`src/rtl/ex_operand_stage_if.sv`:
```
// Bundle of decode, forwarding-source and EX-side signals around the ID/EX operand stage.
// master = decode/pipeline control side, slave = ex_operand_stage.
interface ex_operand_stage_if #(
    parameter int DATA_W = 16,
    parameter int REG_AW = 3
);
    logic              id_valid;
    logic              id_regdst;
    logic              id_alusrc;
    logic              id_regwrite;
    logic              id_memread;
    logic [REG_AW-1:0] id_rs;
    logic [REG_AW-1:0] id_rt;
    logic [REG_AW-1:0] id_rd;
    logic [DATA_W-1:0] id_read_data1;
    logic [DATA_W-1:0] id_read_data2;
    logic [DATA_W-1:0] id_imm;
    logic              stall_in;
    logic              flush;
    logic              mem_regwrite;
    logic [REG_AW-1:0] mem_destreg;
    logic [DATA_W-1:0] mem_aluout;
    logic              wb_regwrite;
    logic [REG_AW-1:0] wb_destreg;
    logic [DATA_W-1:0] wb_writedata;
    logic              ex_valid;
    logic              ex_regwrite;
    logic              ex_memread;
    logic [REG_AW-1:0] ex_destreg;
    logic [DATA_W-1:0] operand1;
    logic [DATA_W-1:0] operand2;
    logic [DATA_W-1:0] ex_store_data;
    logic [1:0]        forward_a;
    logic [1:0]        forward_b;
    logic              hazard_stall;

    modport master (
        output id_valid, id_regdst, id_alusrc, id_regwrite, id_memread,
               id_rs, id_rt, id_rd, id_read_data1, id_read_data2, id_imm,
               stall_in, flush, mem_regwrite, mem_destreg, mem_aluout,
               wb_regwrite, wb_destreg, wb_writedata,
        input  ex_valid, ex_regwrite, ex_memread, ex_destreg, operand1, operand2,
               ex_store_data, forward_a, forward_b, hazard_stall
    );

    modport slave (
        input  id_valid, id_regdst, id_alusrc, id_regwrite, id_memread,
               id_rs, id_rt, id_rd, id_read_data1, id_read_data2, id_imm,
               stall_in, flush, mem_regwrite, mem_destreg, mem_aluout,
               wb_regwrite, wb_destreg, wb_writedata,
        output ex_valid, ex_regwrite, ex_memread, ex_destreg, operand1, operand2,
               ex_store_data, forward_a, forward_b, hazard_stall
    );
endinterface

```
`src/rtl/ex_operand_stage.sv`:
```
// ID/EX pipeline register with MEM/WB forwarding, load-use detection, stall hold and flush bubble.
// Define EX_FWD_EN to build forwarding + stall capture; otherwise RAW hazards stall instead.
module ex_operand_stage #(
    parameter int DATA_W   = 16,
    parameter int REG_AW   = 3,
    parameter int ZERO_REG = 1
) (
    input logic              clk,
    input logic              rst_n,
    ex_operand_stage_if.slave bus
);
    logic                     vld_p1;
    logic                     regdst_p1;
    logic                     alusrc_p1;
    logic                     regwrite_p1;
    logic                     memread_p1;
    logic [REG_AW-1:0]        rs_p1;
    logic [REG_AW-1:0]        rt_p1;
    logic [REG_AW-1:0]        rd_p1;
    logic signed [DATA_W-1:0] data1_p1;
    logic signed [DATA_W-1:0] data2_p1;
    logic signed [DATA_W-1:0] imm_p1;

    logic [REG_AW-1:0]        destReg;
    logic [1:0]               fwdA;
    logic [1:0]               fwdB;
    logic signed [DATA_W-1:0] srcA;
    logic signed [DATA_W-1:0] srcB;
    logic                     hazard;

    // Register 0 never carries a real dependency when it is hardwired to zero.
    function automatic logic isLive(input logic [REG_AW-1:0] r);
        return !((ZERO_REG != 0) && (r == '0));
    endfunction

    assign destReg = regdst_p1 ? rd_p1 : rt_p1;

`ifdef EX_FWD_EN
    logic lockA_p1;
    logic lockB_p1;

    function automatic logic [1:0] fwdSel(
        input logic              vld,
        input logic              lock,
        input logic [REG_AW-1:0] src,
        input logic              memWr,
        input logic [REG_AW-1:0] memDst,
        input logic              wbWr,
        input logic [REG_AW-1:0] wbDst
    );
        if (!vld || lock || !isLive(src)) return 2'b00;
        if (memWr && (memDst == src))     return 2'b10;
        if (wbWr && (wbDst == src))       return 2'b01;
        return 2'b00;
    endfunction

    function automatic logic signed [DATA_W-1:0] pickSrc(
        input logic [1:0]               sel,
        input logic signed [DATA_W-1:0] regData,
        input logic signed [DATA_W-1:0] memData,
        input logic signed [DATA_W-1:0] wbData
    );
        case (sel)
            2'b10:   return memData;
            2'b01:   return wbData;
            default: return regData;
        endcase
    endfunction

    always_comb begin
        fwdA = fwdSel(vld_p1, lockA_p1, rs_p1, bus.mem_regwrite, bus.mem_destreg,
                      bus.wb_regwrite, bus.wb_destreg);
        fwdB = fwdSel(vld_p1, lockB_p1, rt_p1, bus.mem_regwrite, bus.mem_destreg,
                      bus.wb_regwrite, bus.wb_destreg);
        srcA = pickSrc(fwdA, data1_p1, bus.mem_aluout, bus.wb_writedata);
        srcB = pickSrc(fwdB, data2_p1, bus.mem_aluout, bus.wb_writedata);
    end

    // Only a load in EX is a hazard; everything else resolves through MEM/WB forwarding.
    assign hazard = vld_p1 & memread_p1 & bus.id_valid & isLive(destReg) &
                    ((destReg == bus.id_rs) | (destReg == bus.id_rt));
`else
    logic exWrites;
    logic memWrites;
    logic unusedFwd;

    assign fwdA = 2'b00;
    assign fwdB = 2'b00;
    assign srcA = data1_p1;
    assign srcB = data2_p1;

    // Register file writes before it reads, so only EX and MEM producers need a stall.
    assign exWrites  = vld_p1 & regwrite_p1 & isLive(destReg) &
                       ((destReg == bus.id_rs) | (destReg == bus.id_rt));
    assign memWrites = bus.mem_regwrite & isLive(bus.mem_destreg) &
                       ((bus.mem_destreg == bus.id_rs) | (bus.mem_destreg == bus.id_rt));
    assign hazard    = bus.id_valid & (exWrites | memWrites);
    assign unusedFwd = ^{bus.mem_aluout, bus.wb_regwrite, bus.wb_destreg, bus.wb_writedata};
`endif

    // ID -> EX register stage
    always_ff @(posedge clk) begin
        if (!rst_n || bus.flush || (hazard && !bus.stall_in)) begin
            vld_p1      <= 1'b0;
            regdst_p1   <= 1'b0;
            alusrc_p1   <= 1'b0;
            regwrite_p1 <= 1'b0;
            memread_p1  <= 1'b0;
            rs_p1       <= '0;
            rt_p1       <= '0;
            rd_p1       <= '0;
            data1_p1    <= '0;
            data2_p1    <= '0;
            imm_p1      <= '0;
`ifdef EX_FWD_EN
            lockA_p1    <= 1'b0;
            lockB_p1    <= 1'b0;
`endif
        end else if (bus.stall_in) begin
`ifdef EX_FWD_EN
            // A producer may retire during the hold; keep its value and stop re-selecting.
            if (fwdA != 2'b00) begin
                data1_p1 <= srcA;
                lockA_p1 <= 1'b1;
            end
            if (fwdB != 2'b00) begin
                data2_p1 <= srcB;
                lockB_p1 <= 1'b1;
            end
`endif
        end else begin
            vld_p1      <= bus.id_valid;
            regdst_p1   <= bus.id_regdst;
            alusrc_p1   <= bus.id_alusrc;
            regwrite_p1 <= bus.id_regwrite;
            memread_p1  <= bus.id_memread;
            rs_p1       <= bus.id_rs;
            rt_p1       <= bus.id_rt;
            rd_p1       <= bus.id_rd;
            data1_p1    <= bus.id_read_data1;
            data2_p1    <= bus.id_read_data2;
            imm_p1      <= bus.id_imm;
`ifdef EX_FWD_EN
            lockA_p1    <= 1'b0;
            lockB_p1    <= 1'b0;
`endif
        end
    end

    // EX outputs (combinational from the ID/EX register and forwarding sources)
    assign bus.ex_valid      = vld_p1;
    assign bus.ex_regwrite   = vld_p1 & regwrite_p1;
    assign bus.ex_memread    = vld_p1 & memread_p1;
    assign bus.ex_destreg    = destReg;
    assign bus.operand1      = srcA;
    assign bus.operand2      = alusrc_p1 ? imm_p1 : srcB;
    assign bus.ex_store_data = srcB;
    assign bus.forward_a     = fwdA;
    assign bus.forward_b     = fwdB;
    assign bus.hazard_stall  = hazard;
endmodule

```
`src/flat_wrapper.sv`:
```
// flat-port wrapper written by rule: the top's interface ports become plain ports
module ex_operand_stage_flat 
#(
    parameter int DATA_W   = 16,
    parameter int REG_AW   = 3,
    parameter int ZERO_REG = 1
)
  (clk, rst_n, bus_id_valid, bus_id_regdst, bus_id_alusrc, bus_id_regwrite, bus_id_memread, bus_id_rs, bus_id_rt, bus_id_rd, bus_id_read_data1, bus_id_read_data2, bus_id_imm, bus_stall_in, bus_flush, bus_mem_regwrite, bus_mem_destreg, bus_mem_aluout, bus_wb_regwrite, bus_wb_destreg, bus_wb_writedata, bus_ex_valid, bus_ex_regwrite, bus_ex_memread, bus_ex_destreg, bus_operand1, bus_operand2, bus_ex_store_data, bus_forward_a, bus_forward_b, bus_hazard_stall);
  ex_operand_stage_if #(.DATA_W(DATA_W), .REG_AW(REG_AW)) bus_i ();
  input logic clk;
  input logic rst_n;
  input wire logic [$bits(bus_i.id_valid)-1:0] bus_id_valid;
  input wire logic [$bits(bus_i.id_regdst)-1:0] bus_id_regdst;
  input wire logic [$bits(bus_i.id_alusrc)-1:0] bus_id_alusrc;
  input wire logic [$bits(bus_i.id_regwrite)-1:0] bus_id_regwrite;
  input wire logic [$bits(bus_i.id_memread)-1:0] bus_id_memread;
  input wire logic [$bits(bus_i.id_rs)-1:0] bus_id_rs;
  input wire logic [$bits(bus_i.id_rt)-1:0] bus_id_rt;
  input wire logic [$bits(bus_i.id_rd)-1:0] bus_id_rd;
  input wire logic [$bits(bus_i.id_read_data1)-1:0] bus_id_read_data1;
  input wire logic [$bits(bus_i.id_read_data2)-1:0] bus_id_read_data2;
  input wire logic [$bits(bus_i.id_imm)-1:0] bus_id_imm;
  input wire logic [$bits(bus_i.stall_in)-1:0] bus_stall_in;
  input wire logic [$bits(bus_i.flush)-1:0] bus_flush;
  input wire logic [$bits(bus_i.mem_regwrite)-1:0] bus_mem_regwrite;
  input wire logic [$bits(bus_i.mem_destreg)-1:0] bus_mem_destreg;
  input wire logic [$bits(bus_i.mem_aluout)-1:0] bus_mem_aluout;
  input wire logic [$bits(bus_i.wb_regwrite)-1:0] bus_wb_regwrite;
  input wire logic [$bits(bus_i.wb_destreg)-1:0] bus_wb_destreg;
  input wire logic [$bits(bus_i.wb_writedata)-1:0] bus_wb_writedata;
  output wire logic [$bits(bus_i.ex_valid)-1:0] bus_ex_valid;
  output wire logic [$bits(bus_i.ex_regwrite)-1:0] bus_ex_regwrite;
  output wire logic [$bits(bus_i.ex_memread)-1:0] bus_ex_memread;
  output wire logic [$bits(bus_i.ex_destreg)-1:0] bus_ex_destreg;
  output wire logic [$bits(bus_i.operand1)-1:0] bus_operand1;
  output wire logic [$bits(bus_i.operand2)-1:0] bus_operand2;
  output wire logic [$bits(bus_i.ex_store_data)-1:0] bus_ex_store_data;
  output wire logic [$bits(bus_i.forward_a)-1:0] bus_forward_a;
  output wire logic [$bits(bus_i.forward_b)-1:0] bus_forward_b;
  output wire logic [$bits(bus_i.hazard_stall)-1:0] bus_hazard_stall;
  assign bus_i.id_valid = bus_id_valid;
  assign bus_i.id_regdst = bus_id_regdst;
  assign bus_i.id_alusrc = bus_id_alusrc;
  assign bus_i.id_regwrite = bus_id_regwrite;
  assign bus_i.id_memread = bus_id_memread;
  assign bus_i.id_rs = bus_id_rs;
  assign bus_i.id_rt = bus_id_rt;
  assign bus_i.id_rd = bus_id_rd;
  assign bus_i.id_read_data1 = bus_id_read_data1;
  assign bus_i.id_read_data2 = bus_id_read_data2;
  assign bus_i.id_imm = bus_id_imm;
  assign bus_i.stall_in = bus_stall_in;
  assign bus_i.flush = bus_flush;
  assign bus_i.mem_regwrite = bus_mem_regwrite;
  assign bus_i.mem_destreg = bus_mem_destreg;
  assign bus_i.mem_aluout = bus_mem_aluout;
  assign bus_i.wb_regwrite = bus_wb_regwrite;
  assign bus_i.wb_destreg = bus_wb_destreg;
  assign bus_i.wb_writedata = bus_wb_writedata;
  assign bus_ex_valid = bus_i.ex_valid;
  assign bus_ex_regwrite = bus_i.ex_regwrite;
  assign bus_ex_memread = bus_i.ex_memread;
  assign bus_ex_destreg = bus_i.ex_destreg;
  assign bus_operand1 = bus_i.operand1;
  assign bus_operand2 = bus_i.operand2;
  assign bus_ex_store_data = bus_i.ex_store_data;
  assign bus_forward_a = bus_i.forward_a;
  assign bus_forward_b = bus_i.forward_b;
  assign bus_hazard_stall = bus_i.hazard_stall;
  ex_operand_stage #(.DATA_W(DATA_W), .REG_AW(REG_AW), .ZERO_REG(ZERO_REG)) u_core (.clk(clk), .rst_n(rst_n), .bus(bus_i));
endmodule
```
`config.mk`:
```
export PLATFORM = sky130hd
export DESIGN_NAME = ex_operand_stage_flat
export DESIGN_NICKNAME = d
export VERILOG_FILES = /design/src/rtl/ex_operand_stage_if.sv /design/src/rtl/ex_operand_stage.sv /design/src/flat_wrapper.sv
export SDC_FILE = /design/constraint.sdc
export NUM_CORES = 1
export LEC_CHECK = 0
export BUFFER_PORTS_ARGS = -buffer_cell sky130_fd_sc_hd__buf_2
export CORE_AREA = 2 2 94 96
export CTS_CLUSTER_DIAMETER = 200
export DETAILED_ROUTE_END_ITERATION = 6
export DIE_AREA = 0 0 96 98
export PLACE_DENSITY = 0.9
export SETUP_SLACK_MARGIN = 0.4
export SYNTH_ARGS = -nofsm -noshare
export SYNTH_HDL_FRONTEND = slang
export SYNTH_SLANG_ARGS = --single-unit
```
`constraint.sdc`:
```
create_clock -name clk -period 1.9 [get_ports clk]
set_input_delay 0.19 -clock clk [delete_from_list [all_inputs] [get_ports clk]]
set_output_delay 0.19 -clock clk [all_outputs]
set_load 0.03 [all_outputs]
```
==> results.md <==
- The multiplexer fraction of the synthesized cell area is between 20 and 25%.
- The CTS root buffer is clkbuf_8.
- The number of global-route vias before repair came to ~4.4k.
- The setup slack after layout is -0.185 ns.
- After detailed routing, the number of vias per cell comes to a little over 6.
- The analysis attributes to cell leakage a power of about 2.7 nW.
- The routability-driven placement congestion ratio is between 0.8 and 0.9.
- TritonCTS built the clock tree.
- After Yosys synthesis, full adders, half adders and majority gates account for 0% of the synthesized area.
- The final-stage net count is roughly 750.
- Setup violations remaining at the end of the flow were counted as 36.
- The synthesized netlist devotes between 10% and 20% of its cell area to compound gates.
- Counting flops with an async set or reset pin after synthesis yields a share of 0%.
- The total via count in the routed design is 4583.
- The final max-slew violation count was 0.
- The total overflow left after global routing is 0.
- The top cell types in the final layout, fill and taps aside, are buf_2, nor3_1, nand2_1.
- The final reports fail on setup timing.
- The floorplan has 34 rows.
- The count of input and output buffers is around 120.
- The worst setup path is captured at a primary output.
- Counting every sink on the clock net gives 59.
- The die extent in x is 96 microns.
- The die extent in y is a little under 100 microns.
- The tightest hold path in the finished design has a slack of approximately 0.21 ns.
- The die covers between 9000 and 10000 sq um.
- The maximum VDD drop is around 0.42 mV.
- In this run the deepest clock path goes through 2 buffers.
- The power density over the cells is just under 800 nW/um^2.
- After Yosys synthesis, and, or, nand and nor cells account for between 20% and 30% of the synthesized area.
- The total global routing track utilization is around 28%.
- The area used by multi-input combinational logic is approximately 2700 sq um.
- Clock latency on the worst-skew pair, taken at its later pin, is 0.34 ns.
- After synthesis, flip-flops and latches occupy about 30% of the total area.
- Summing every instance area after synthesis gives about 4000 sq um.
- After synthesis, the mean cell area works out to roughly 7.6 sq um.
- The pin slew with the least headroom to its limit is a little over 0.5 ns.
- Counting every instance in the synthesized netlist gives approximately 520.
- The finished layout holds 753 standard cells, fillers aside.
- The ratio of cells with drive above 1 in the final layout is between 30% and 40%.
- The total number of H-tree levels is 3.
- For this run, the detailed router's first-pass iteration total came to 5.
- The post-detailed-route wirelength per cell is about 18 microns.
- The iteration-0 DRC count of the detailed router is 279.
- The synthesized netlist devotes 2.64% of its cell area to XOR and XNOR gates.
- The starting utilization of the core area is between 40% and 50%.
- Measured against its own limit, the worst slew margin works out to about two thirds.
- After detailed placement, the design holds a cell count of a little over 700.
- Summed over all layers, the routed wires come to 13400 microns.
- The predominant post-synthesis flop cell is dfxtp_1.
- The arrival time of data at the critical path endpoint is approximately 1.9 ns.
- Prior to clock tree synthesis, the placed netlist has a worst setup slack of 0.0150 ns.
- The global-route wire length before repair is between 20000 and 25000 microns.
- The core footprint is ~8500 sq um.
- The area used by sequential logic in the layout is approximately 1200 sq um.
- STA classifies the critical path startpoint as a flip-flop.
- The final worst clock skew is about 0.013 ns.
- The remaining routing DRC violations is 0.
- The post-layout utilization of the core is between 60% and 70%.
- Data on the critical path is required at its endpoint by between 1.5 and 2 ns.
- The worst path uses 110% of the clock period.
- The sum of net half-perimeters after detailed placement is 7460 microns.
- Along the worst path, the maximum fanout reaches 4.
- The run finished, with violations left.
- Along the worst hold path, the cell count comes to 4.
- In this run the count of I/O pins placed on the die edge is between 150 and 200.
- The setup total negative slack is -3.68 ns.
- The layout overhead on the synthesized area is 43.1%.
- The path type of the worst setup path is reg -> out.
- The shortest clock period the worst path allows after layout is 2.09 ns.
- The cell depth of the worst flop-to-flop path is 10.
- After layout, the design draws a total of between 4 and 5 mW.
- The Yosys warning count is 0.
- After clock tree synthesis, the clock-pin slew on the worst setup and hold paths is roughly 0.080 ns.
- The number of different library cells used by synthesis comes to 29.
- The number of antenna violations at the first check in global routing was 0.
- The main combinational cell family by area after synthesis is simple AND/OR/NAND/NOR gates.
- The count of nets left with antenna violations once routing finished came out at 0.
- The count of flip-flops with a built-in enable after synthesis is 0.
- Entering global routing, the biggest net connects roughly 120 pins.
- The post-place instance area is between 4000 and 5000 sq um.
- The total count of hold-check failures in the final report is 0.
- The max-capacitance violation count is 0.
- Summing all non-filler instances in the final layout gives an area of 5700 sq um.
- The most common library cell in the layout ignoring fill and taps is buf_2.
- The repair_antennas step left the layout with diodes totalling 0.
- In this run the worst hold path is classified as in -> reg.
- The highest clock rate is 0.480 GHz.
- Setup repair after global routing could not meet its margin everywhere.
- The TritonCTS buffer count is 9.
- Fill cells in the final layout number 606.
- The number of register bits inferred by synthesis is 59.
## path summary, 6_finish.rpt
kind / start / to / slack (ns)
worst max-delay path: u_core.regdst_p1 / bus_hazard_stall / -0.19
worst min-delay path: bus_flush / u_core.bus.ex_valid / 0.21
worst max register to register: u_core.regdst_p1 / u_core.imm_p1[14] / -0.16
worst min register to register: u_core.bus.ex_valid / u_core.bus.ex_valid / 0.55
## state kept, by name, summed over array words and instances (netlist names), 3 cells and up
register / flops
u_core.imm_p1: 16
u_core.bus.operand1: 16
u_core.rd_p1: 3
u_core.bus.ex_store_data: 16
u_core.rt_p1: 3
## synthesized netlist by cell type (all sizes together) (2+ instances only)
library cell   n  area [sq um]
and2           2          12.5
nand4         58           363
a31oi         58           363
nor3          60           300
mux2          16           180
nor2b          2          12.5
mux2i         61           618
xor2          12           105
nand2         59           221
o31ai          2          28.8
buf           31           183
clkbuf        32           120
nand3          3          20.0
dfxtp         59          1180
nor2          58           218
inv            4          15.0
## cell type report
cell class                      count  area share, %
Inverter                            4          0.351
Sequential cell                    59           20.8
Timing Repair Buffer              166           25.9
Clock buffer                       12           2.54
Multi-Input combinational cell    400           47.1
Clock inverter                      4          0.878
Tap cell                          108           2.37
## logic make-up (layout without fill, tap and decap cells)
family / after synthesis / in the layout
mux: 77 / 77
simple gates: 243 / 243
compound gates: 64 / 64
buf+inv: 67 / 186
other cells: 1 / 4
flops: 59 / 59
xor+xnor: 12 / 12
## layer usage
layer  GRT usage [%]  vias to the layer above  share of wire [%]
met5               0                        -                  0
met4            13.4                        0                3.8
met3            5.86                       54                7.4
met2            48.9                      267                 51
met1            32.3                     2119                 38
li1                -                     2143                  -
## worst max-delay path, stage by stage, from the launching register on
cell and delay, ns:
dfxtp_4 0.42, mux2i_4 0.34, inv_2 0.09, o31ai_4 0.30
a21oi_4 0.06, o21a_4 0.20, buf_6 0.13
## report_power, final
| group | switching (mW) | internal (mW) | leakage, nW |
|---|---|---|---|
| Clock | 0.532 | 0.641 | 0.0926 |
| Sequential | 0.130 | 1.40 | 0.490 |
| Combinational | 1.06 | 0.715 | 2.15 |
## repair_timing
action,4_1_cts,5_1_grt
buffers inserted,16,3
pin swaps,35,2
hold buffers,0,0
endpoints found under the setup margin,77,79
gates resized for setup,80,8
cloned,8,0
(Power assumes the default switching activity.)
